===== src/rtl/data_sram_axi_bridge_pkg.sv =====
// Shared types, constants and address mapping for the data-SRAM to AXI4-Lite bridge.
package data_sram_axi_bridge_pkg;

  typedef enum logic [2:0] {
    S_IDLE = 3'd0,
    S_AR   = 3'd1,
    S_R    = 3'd2,
    S_WA   = 3'd3,
    S_B    = 3'd4,
    S_DONE = 3'd5
  } bridgeState_t;

  localparam logic [31:0] KSEG_MASK = 32'h1FFF_FFFF;

  // kseg0 and kseg1 are exactly the addresses whose top two bits are 2'b10.
  function automatic logic [31:0] map_addr(input logic [31:0] addr, input logic addrMap);
    logic [31:0] mapped;
    if (addrMap && (addr[31:30] == 2'b10)) begin
      mapped = addr & KSEG_MASK;
    end else begin
      mapped = addr;
    end
    return mapped;
  endfunction

endpackage


===== src/rtl/data_sram_axi_bridge.sv =====
// Turns the core's single-cycle data-SRAM port into one-at-a-time AXI4-Lite
// reads and writes, stalling the core while a transaction is outstanding.
module data_sram_axi_bridge
  import data_sram_axi_bridge_pkg::*;
#(
  parameter int ADDR_MAP = 1
) (
  input  logic        clk,
  input  logic        resetn,
  input  logic        data_sram_en,
  input  logic [3:0]  data_sram_wen,
  input  logic [31:0] data_sram_addr,
  input  logic [31:0] data_sram_wdata,
  output logic [31:0] data_sram_rdata,
  output logic        data_stall,
  output logic [31:0] araddr,
  output logic        arvalid,
  input  logic        arready,
  input  logic [31:0] rdata,
  input  logic        rvalid,
  output logic        rready,
  output logic [31:0] awaddr,
  output logic        awvalid,
  input  logic        awready,
  output logic [31:0] wdata,
  output logic [3:0]  wstrb,
  output logic        wvalid,
  input  logic        wready,
  input  logic        bvalid,
  output logic        bready
);

  localparam logic MAP_EN = (ADDR_MAP != 0);

  bridgeState_t state_r;
  logic         awDone_r;
  logic         wDone_r;
  logic         abandon_r;

  logic         inFlight_s;
  logic         abandonNext_s;
  logic         awHs_s;
  logic         wHs_s;
  logic         awDoneNext_s;
  logic         wDoneNext_s;
  logic [31:0]  mappedAddr_s;

  // Handshake decode and the abandon bit as it would stand after this cycle.
  always_comb begin
    inFlight_s = 1'b0;
    case (state_r)
      S_AR, S_R, S_WA, S_B: inFlight_s = 1'b1;
      default:              inFlight_s = 1'b0;
    endcase
    abandonNext_s = abandon_r | (inFlight_s & ~data_sram_en);
    awHs_s        = awvalid & awready;
    wHs_s         = wvalid & wready;
    awDoneNext_s  = awDone_r | awHs_s;
    wDoneNext_s   = wDone_r | wHs_s;
    mappedAddr_s  = map_addr(data_sram_addr, MAP_EN);
  end

  assign data_stall = data_sram_en & (state_r != S_DONE);

  // Transaction FSM with registered AXI controls and load-data register.
  always_ff @(posedge clk or negedge resetn) begin
    if (!resetn) begin
      state_r         <= S_IDLE;
      awDone_r        <= 1'b0;
      wDone_r         <= 1'b0;
      abandon_r       <= 1'b0;
      data_sram_rdata <= 32'h0000_0000;
      araddr          <= 32'h0000_0000;
      arvalid         <= 1'b0;
      rready          <= 1'b0;
      awaddr          <= 32'h0000_0000;
      awvalid         <= 1'b0;
      wdata           <= 32'h0000_0000;
      wstrb           <= 4'b0000;
      wvalid          <= 1'b0;
      bready          <= 1'b0;
    end else begin
      case (state_r)
        S_IDLE: begin
          abandon_r <= 1'b0;
          awDone_r  <= 1'b0;
          wDone_r   <= 1'b0;
          if (data_sram_en) begin
            if (data_sram_wen == 4'b0000) begin
              araddr  <= mappedAddr_s;
              arvalid <= 1'b1;
              state_r <= S_AR;
            end else begin
              awaddr  <= mappedAddr_s;
              wdata   <= data_sram_wdata;
              wstrb   <= data_sram_wen;
              awvalid <= 1'b1;
              wvalid  <= 1'b1;
              state_r <= S_WA;
            end
          end
        end
        S_AR: begin
          abandon_r <= abandonNext_s;
          if (arready) begin
            arvalid <= 1'b0;
            rready  <= 1'b1;
            state_r <= S_R;
          end
        end
        S_R: begin
          if (rvalid) begin
            rready    <= 1'b0;
            abandon_r <= 1'b0;
            if (abandonNext_s) begin
              state_r <= S_IDLE;
            end else begin
              data_sram_rdata <= rdata;
              state_r         <= S_DONE;
            end
          end else begin
            abandon_r <= abandonNext_s;
          end
        end
        S_WA: begin
          abandon_r <= abandonNext_s;
          if (awHs_s) awvalid <= 1'b0;
          if (wHs_s)  wvalid  <= 1'b0;
          // Address and data channels may complete in either order or together.
          if (awDoneNext_s && wDoneNext_s) begin
            awDone_r <= 1'b0;
            wDone_r  <= 1'b0;
            bready   <= 1'b1;
            state_r  <= S_B;
          end else begin
            awDone_r <= awDoneNext_s;
            wDone_r  <= wDoneNext_s;
          end
        end
        S_B: begin
          if (bvalid) begin
            bready    <= 1'b0;
            abandon_r <= 1'b0;
            state_r   <= abandonNext_s ? S_IDLE : S_DONE;
          end else begin
            abandon_r <= abandonNext_s;
          end
        end
        S_DONE: begin
          state_r <= S_IDLE;
        end
        default: begin
          state_r   <= S_IDLE;
          abandon_r <= 1'b0;
          arvalid   <= 1'b0;
          rready    <= 1'b0;
          awvalid   <= 1'b0;
          wvalid    <= 1'b0;
          bready    <= 1'b0;
        end
      endcase
    end
  end

endmodule


===== config.mk =====
export PLATFORM = sky130hd
export DESIGN_NAME = data_sram_axi_bridge
export DESIGN_NICKNAME = d
export VERILOG_FILES = /design/src/rtl/data_sram_axi_bridge_pkg.sv /design/src/rtl/data_sram_axi_bridge.sv
export SDC_FILE = /design/constraint.sdc
export NUM_CORES = 1
export LEC_CHECK = 0
export CORE_ASPECT_RATIO = 1.25
export CORE_MARGIN = 2
export CORE_UTILIZATION = 29
export DETAILED_ROUTE_END_ITERATION = 12
export MAX_ROUTING_LAYER = met4
export SYNTH_ARGS = -nofsm -noshare
export SYNTH_HDL_FRONTEND = slang
export SYNTH_SLANG_ARGS = --single-unit
export TNS_END_PERCENT = 30

===== constraint.sdc =====
create_clock -name clk -period 1.96 [get_ports clk]
set_input_delay 0.196 -clock clk [delete_from_list [all_inputs] [get_ports clk]]
set_output_delay 0.196 -clock clk [all_outputs]
set_load 0.03 [all_outputs]

# After elaboration in Yosys (flattened, before gate mapping)
# Index checks and enable logic that the tools add are counted.
# word_totals
register_bits	143
input_bits	108
out_inout_bits	138
wordCells	96
# classes
eq_ne	16
mux	33
n_bitwise	14
n_reduce_logical	19
# op_table
cell	n
two-way mux 32 bit	1
OR reduction 4 bit	5
two-way mux 3 bit	6
!= test 2 bit (second input constant)	9
two-way mux 1 bit	16
one-hot mux 1 bit (3 select lines)	5
one-hot mux 3 bit (5 select lines)	1
AND reduction 3 bit	5
AND reduction 4 bit	3
inverter 1 bit	7
== test 3 x 2 -> 1 bit (second input constant)	2
== test 3 bit (second input constant)	2
AND reduction 5 bit	1
bitwise AND 1 bit	4
logical NOT 4 bit	1
one-hot mux 1 bit (2 select lines)	2
one-hot mux 1 bit (4 select lines)	1
== test 3 x 1 -> 1 bit (second input constant)	1
logical NOT 3 bit	1
!= test 3 bit (second input constant)	1
OR 1 bit	3
== test 2 bit (second input constant)	1
two-way mux 2 bit	1
nonzero test 2 bit	1
2 further kinds	2

# Logic depth before layout (Yosys ltp)
# Gate-level depths: netlist of the first run.
# logic_depth
depth_word	8
ltp_mapped	6
mapped_depth_nobuf	4

# Worst setup path before layout of the first run
# No wires, ideal clock.
# synth_timing
path_type	register -> output
from	register state_r[1]
to	output port data_stall
arrival_ns	1.458
slack_ns	0.306
stages_incl_launch_ff	4
cell_sequence	dfrtp_1 -> clkbuf_1 -> nor2b_1 -> a21boi_0
# synth_between
elab_chain_cells	2
# synth_rtl
item	line_no	rtl
start, declared	data_sram_axi_bridge.sv:35	bridgeState_t state_r;
start signal, assigned	data_sram_axi_bridge.sv:144	state_r <= abandonNext_s ? S_IDLE : S_DONE;
!= test 3 bit	data_sram_axi_bridge.sv:63	assign data_stall = data_sram_en & (state_r != S_DONE);
bitwise AND 1 bit	data_sram_axi_bridge.sv:63	
end, declared	data_sram_axi_bridge.sv:15	output logic data_stall,
# No other way between the ends.

# Worst setup path in the final report of the first run
# layout_timing
from	register state_r[2]
to	output port data_stall
# The elaborated chain is that of the path after synthesis.

==> results of run 1 <==
report_power, final:
group | switching [mW] | leakage [nW] | internal, mW
logic | 4.58 | 1.98 | 4.13
registers | 0.772 | 1.75 | 4.40
clock network | 1.20 | 0.257 | 1.70
total | 6.55 | 3.99 | 10.2
through the flow:
step | cell area [µm²] | setup TNS [ns] | std cells
global placement | 8610 | -3.74 | 882
global route | 9160 | 0 | 913
detailed placement | 8610 | -10.42 | 882
finish | 9160 | 0 | 913
CTS | 9160 | 0 | 913
floorplan | 5690 | 0 | 372
cells in the mapped netlist (all sizes together) (4+ instances only):
library cell,count,area (µm²)
nor2,7,26.3
a21oi,9,45.0
a22oi,4,30.0
mux2,128,1540
o21ai,13,65.1
a31oi,4,25.0
dfrtp,143,3580
inv,9,33.8
nand2,8,30.0
buf,15,92.6
what timing repair did:
item	4_1_cts	5_1_grt
setup endpoints to repair	0	1
endpoints found under the hold margin	41	0
hold buffers	1	0
resized for setup	0	1
final cells by class:
type                            instances  area share
Tap cell                              265      0.0362
Clock inverter                          9     0.00697
Clock buffer                           21      0.0514
Sequential cell                       143       0.391
Inverter                                9     0.00369
Timing Repair Buffer                  264       0.294
Multi-Input combinational cell        202       0.217
cells by family (layout without fill, tap and decap cells):
logic type / Yosys count / in the layout / synth area share
buffers and inverters: 27 / 303 / 0.0242
AND/OR/NAND/NOR: 31 / 31 / 0.0312
flip-flops: 143 / 143 / 0.629
multiplexers: 128 / 128 / 0.270
AO/OA/AOI/OAI: 43 / 43 / 0.0464
worst max-delay path: stages (launching register included):
cell and delay, ns:
dfrtp_1 0.41, buf_4 0.20, nor2b_1 0.15, a21boi_1 0.26
buf_12 0.16
flip-flops by register name (all words and copies together) (netlist names):
name,flops
araddr,32
wstrb,4
state_r,3
awaddr,32
awDone_r,1
data_sram_rdata,32
bready,1
arvalid,1
wdata,32
wDone_r,1
wvalid,1
abandon_r,1
rready,1
awvalid,1
cells in the final DEF, fill, tap and decap left out, types with 4 or more instances in the layout:
cell type	n
clkbuf_16	17
mux2_2	103
buf_4	11
a22oi_1	4
dfrtp_1	143
nand2_1	8
a21oi_1	9
buf_12	8
mux2_4	25
clkdlybuf4s50_1	243
inv_1	9
o21ai_0	13
nor2_1	7
a31oi_1	4
routing by layer:
metal / vias to the layer above / part of all wire / GRT usage / wire length (µm)
met3: 19 / 0.079 / 0.0520 / 1180
met1: 1985 / 0.38 / 0.165 / 5720
met4: 0 / 0.018 / 0.0543 / 272
met5: - / 0 / - / 0
li1: 1851 / - / - / -
met2: 187 / 0.52 / 0.252 / 7790
path summary, 6_finish.rpt:
check,start,end,slack [ns],cells after the start
min in group clk,data_sram_wdata[3],wdata[3],0.39,2
hold reg to reg,awaddr[31],awaddr[31],0.49,2
setup reg to reg,state_r[2],wdata[28],0.31,4
hold / removal,resetn,araddr[29],0.31,2
max in group asynchronous,resetn,araddr[6],1.06,3
setup / recovery,state_r[2],data_stall,0.18,4
==> results.sh, run 1 <==
export IMPL_cp_max_fo=14
export IMPL_clock_skew_ns=0.00915
export IMPL_status="completed"
export IMPL_fin_crit_ns=1.78
export IMPL_critPathKind="reg -> out"
export IMPL_ant_nets=0
export IMPL_ios=246
export IMPL_cts_htree_levels=4
export IMPL_ys_seq_area_frac=0.629
export IMPL_drv_cap=0
export IMPL_syn_avg_cell_area_um2=15.3
export IMPL_slew_viol_final=0
export IMPL_rsz0062_at_grt="false"
export IMPL_ff_latch_area_um2=3580
export IMPL_grt_pass1_wl_um=23400
export IMPL_globalRouteTotalUtil=0.150
export IMPL_cts_root_buf="clkbuf_16"
export IMPL_p_per_area_nw_per_um2=1830
export IMPL_crit_arrival_ns=1.58
export IMPL_min_path_type="in -> async"
export IMPL_drcViolationCount=0
export IMPL_worstMarginPinSlew_ns=0.509
export IMPL_fmax_mhz=562
export IMPL_synth_cell_types=32
export IMPL_syn_to_final_growth_pct=60.9
export IMPL_rows=57
export IMPL_p_leak_nw=3.99
export IMPL_post_route_util=0.474
export IMPL_fillers=1725
export IMPL_die_y_um=161
export IMPL_wirelength_um=15000
export IMPL_clock_path_buffers=2
export IMPL_cp_start_kind="flop"
export IMPL_clk_pin_slew_ns=0.05
export IMPL_drtIter0Drc=155
export IMPL_grt_pass1_vias=4466
export IMPL_cts_tree="yes"
export IMPL_post_route_period_util=0.908
export IMPL_setup_viol=0
export IMPL_post_cts_buffers=0
export IMPL_ys_flop_type="dfrtp_1"
export IMPL_yosys_warnings=0
export IMPL_pre_cts_slack_ns=-0.146
export IMPL_core_area_um2=19300
export IMPL_synth_fp_nets=480
export IMPL_grt_max_degree=47
export IMPL_syn_inst=372
export IMPL_design_die_area_um2=20800
export IMPL_grt_ovfl_total=0
export IMPL_synth_seq_cells=143
export IMPL_die_w_um=129
export IMPL_synth_edf_count=0
export IMPL_gp_congestion=0.819
export IMPL_hold_slack_ns=0.314
export IMPL_critPathCaptureType="primary output"
export IMPL_wl_per_cell_um=16.4
export IMPL_grt_antenna_before_repair=0
export IMPL_drive_above_1_share=0.281
export IMPL_cts_made_buffers=17
export IMPL_vias=4042
export IMPL_fin_ws_ns=0.180
export IMPL_insertion_delay_ns=0.42
export IMPL_place_hpwl_um=11100
export IMPL_fin_nets=745
export IMPL_async_flop_share=1.00
export IMPL_slew_headroom=0.660
export IMPL_clock_sinks=143
export IMPL_diodes=0
export IMPL_final_hold_violation_count=0
export IMPL_via_per_inst=4.43
export IMPL_start_util=0.295
export IMPL_multi_input_area_um2=1980
export IMPL_io_buffer_count=245
export IMPL_cp_required_ns=1.76
export IMPL_total_power_mw=16.8
export IMPL_dr_pass1_iters=4
export IMPL_synth_area_um2=5690
export IMPL_irDropWorstVdd_mv=1.01
Power figures use the tool's default switching activity.
==> inputs of run 2 (changes only) <==
--- a/config.mk
+++ b/config.mk
@@ -5,11 +5,13 @@
 export SDC_FILE = /design/constraint.sdc
 export NUM_CORES = 1
 export LEC_CHECK = 0
+export ABC_CLOCK_PERIOD_IN_PS = 1960
 export CORE_ASPECT_RATIO = 1.25
 export CORE_MARGIN = 2
 export CORE_UTILIZATION = 29
 export DETAILED_ROUTE_END_ITERATION = 12
 export MAX_ROUTING_LAYER = met4
+export PLACE_DENSITY = 0.64
 export SYNTH_ARGS = -nofsm -noshare
 export SYNTH_HDL_FRONTEND = slang
 export SYNTH_SLANG_ARGS = --single-unit
==> results.sh, run 2 (synthesis results as in run 1) <==
export IMPL_status="completed"
export IMPL_crit_arrival_ns=1.56
export IMPL_post_route_util=0.483
export IMPL_swShare=0.380
export IMPL_clk_pin_slew_ns=0.06
export IMPL_p_clk_frac=0.204
export IMPL_place_hpwl_um=11400
export IMPL_design_die_area_um2=20800
export IMPL_startpoint="state_r[1]"
export IMPL_vias=4091
export IMPL_ios=246
export IMPL_die_w_um=129
export IMPL_p_int_mw=10.9
export IMPL_via_per_inst=4.45
export IMPL_p_comb_frac=0.501
export IMPL_cts_root_buf="clkbuf_16"
export IMPL_drcViolationCount=0
export IMPL_cts_htree_levels=4
export IMPL_wirelength_um=15400
export IMPL_rsz0062_at_grt="false"
export IMPL_p_per_area_nw_per_um2=1880
export IMPL_grt_max_degree=50
export IMPL_insertion_delay_ns=0.40
export IMPL_critical_path_endpoint="data_stall"
export IMPL_grt_ovfl_total=0
export IMPL_power_switching_mw=6.70
export IMPL_worst_r2r_path_depth=5
export IMPL_die_y_um=161
export IMPL_cts_made_buffers=17
export IMPL_rows=57
export IMPL_clock_skew_ns=0.00592
export IMPL_ant_nets=0
export IMPL_worstMarginPinSlew_ns=0.491
export IMPL_r2r_end="data_sram_rdata[11]"
export IMPL_drtIter0Drc=160
export IMPL_cp_required_ns=1.76
export IMPL_layout_commonest_cell="clkdlybuf4s50_1"
export IMPL_globalRouteTotalUtil=0.155
export IMPL_dr_pass1_iters=4
export IMPL_diodes=0
export IMPL_final_hold_violation_count=0
export IMPL_cp_start_kind="flop"
export IMPL_cp_max_fo=12
export IMPL_r2r_slack_ns=0.42
export IMPL_drv_cap=0
export IMPL_clock_path_buffers=2
export IMPL_finalNonFillerCells=919
export IMPL_grt_antenna_before_repair=0
export IMPL_syn_to_final_growth_pct=64.1
export IMPL_slew_headroom=0.672
export IMPL_critPathKind="reg -> out"
export IMPL_finalSetupTns_ns=0
export IMPL_fin_nets=749
export IMPL_wl_per_cell_um=16.8
export IMPL_irDropWorstVdd_mv=0.859
export IMPL_layout_common_cells="clkdlybuf4s50_1, dfrtp_1, mux2_2"
export IMPL_fin_crit_ns=1.76
export IMPL_start_util=0.295
export IMPL_dp_cells=886
export IMPL_core_area_um2=19300
export IMPL_setup_viol=0
export IMPL_io_buffer_count=245
export IMPL_seq_power_share=0.295
export IMPL_fmax_mhz=569
export IMPL_p_leak_nw=4.09
export IMPL_min_path_type="in -> async"
export IMPL_grt_pass1_vias=4674
export IMPL_grt_pass1_wl_um=24200
export IMPL_critPathCaptureType="primary output"
export IMPL_drive_above_1_share=0.286
export IMPL_r2r_start="state_r[0]"
export IMPL_cts_tree="yes"
export IMPL_post_route_period_util=0.897
export IMPL_slew_viol_final=0
export IMPL_gp_congestion=0.816
export IMPL_clock_sinks=143
-- run 2: changes by cell type in the layout (fill, tap and decap cells not counted) --
cell,previous run,this run
a21boi_0,0,1
inv_6,0,4
bufinv_16,0,5
clkinvlp_4,3,0
a21boi_1,1,0
clkinv_2,3,2
clkbuf_8,3,1
buf_4,11,12
buf_12,8,11
clkbuf_1,1,2
clkinv_4,3,1
-- run 2: worst min path at each step --
stage	end	from	slack [ns]
after floorplan	abandon_r	resetn	-0.1
after global placement	data_sram_rdata[5]	resetn	0.18
after detailed placement	data_sram_rdata[7]	resetn	0.19
after CTS	data_sram_rdata[4]	resetn	0.30
after global routing	data_sram_rdata[7]	resetn	0.34
final	rready	resetn	0.31
-- run 2: layout make-up --
class / instances / area [µm²]
tap: 265 / 332
inverter: 9 / 33.8
timing repair buffer: 268 / 2760
clock buffer: 20 / 447
clock inverter: 12 / 204
fill: 1727 / 9980
multi-input combinational: 202 / 1980
sequential: 143 / 3580
-- run 2: metrics by stage --
| stage | setup WS, ns | instance area, µm² | power [mW] | hold slack, ns |
|---|---|---|---|---|
| floorplan | 0.306 | 5690 | 10.1 | -0.0996 |
| finish | 0.202 | 9340 | 17.6 | 0.310 |
| detailed placement | -0.112 | 8680 | 14.1 | 0.187 |
| CTS | 0.178 | 9340 | 17.8 | 0.302 |
| global route | 0.0485 | 9340 | 18.5 | 0.342 |
| global placement | -0.0671 | 8680 | 13.9 | 0.176 |
-- run 2: power by group through the flow --
stage | Combinational (mW) | Sequential, mW | Clock [mW]
5_1_grt | 9.26 | 5.38 | 3.83
6_report | 8.83 | 5.19 | 3.58
3_3_place_gp | 8.75 | 5.15 | 0
2_1_floorplan | 2.18 | 7.92 | 0
3_5_place_dp | 8.90 | 5.23 | 0
4_1_cts | 8.93 | 5.21 | 3.68
-- run 2: what timing repair did --
item                                   CTS  global route
gates resized for setup                  0             0
buffers inserted                         0             0
hold buffers                             1             0
endpoints found under the hold margin   45             0
-- run 2: worst max-delay path, stage by stage, from the launching register on --
cell and delay [ns]:
dfrtp_1 0.37, buf_4 0.19, nor2b_1 0.08, a21boi_0 0.34, buf_12 0.18
-- run 2: layer usage --
metal / vias to the layer above / wire length [µm] / track usage
met5: - / 0 / -
met4: 0 / 342 / 0.0632
met3: 23 / 1100 / 0.0443
met2: 185 / 8000 / 0.271
met1: 2025 / 5960 / 0.164
li1: 1858 / - / -
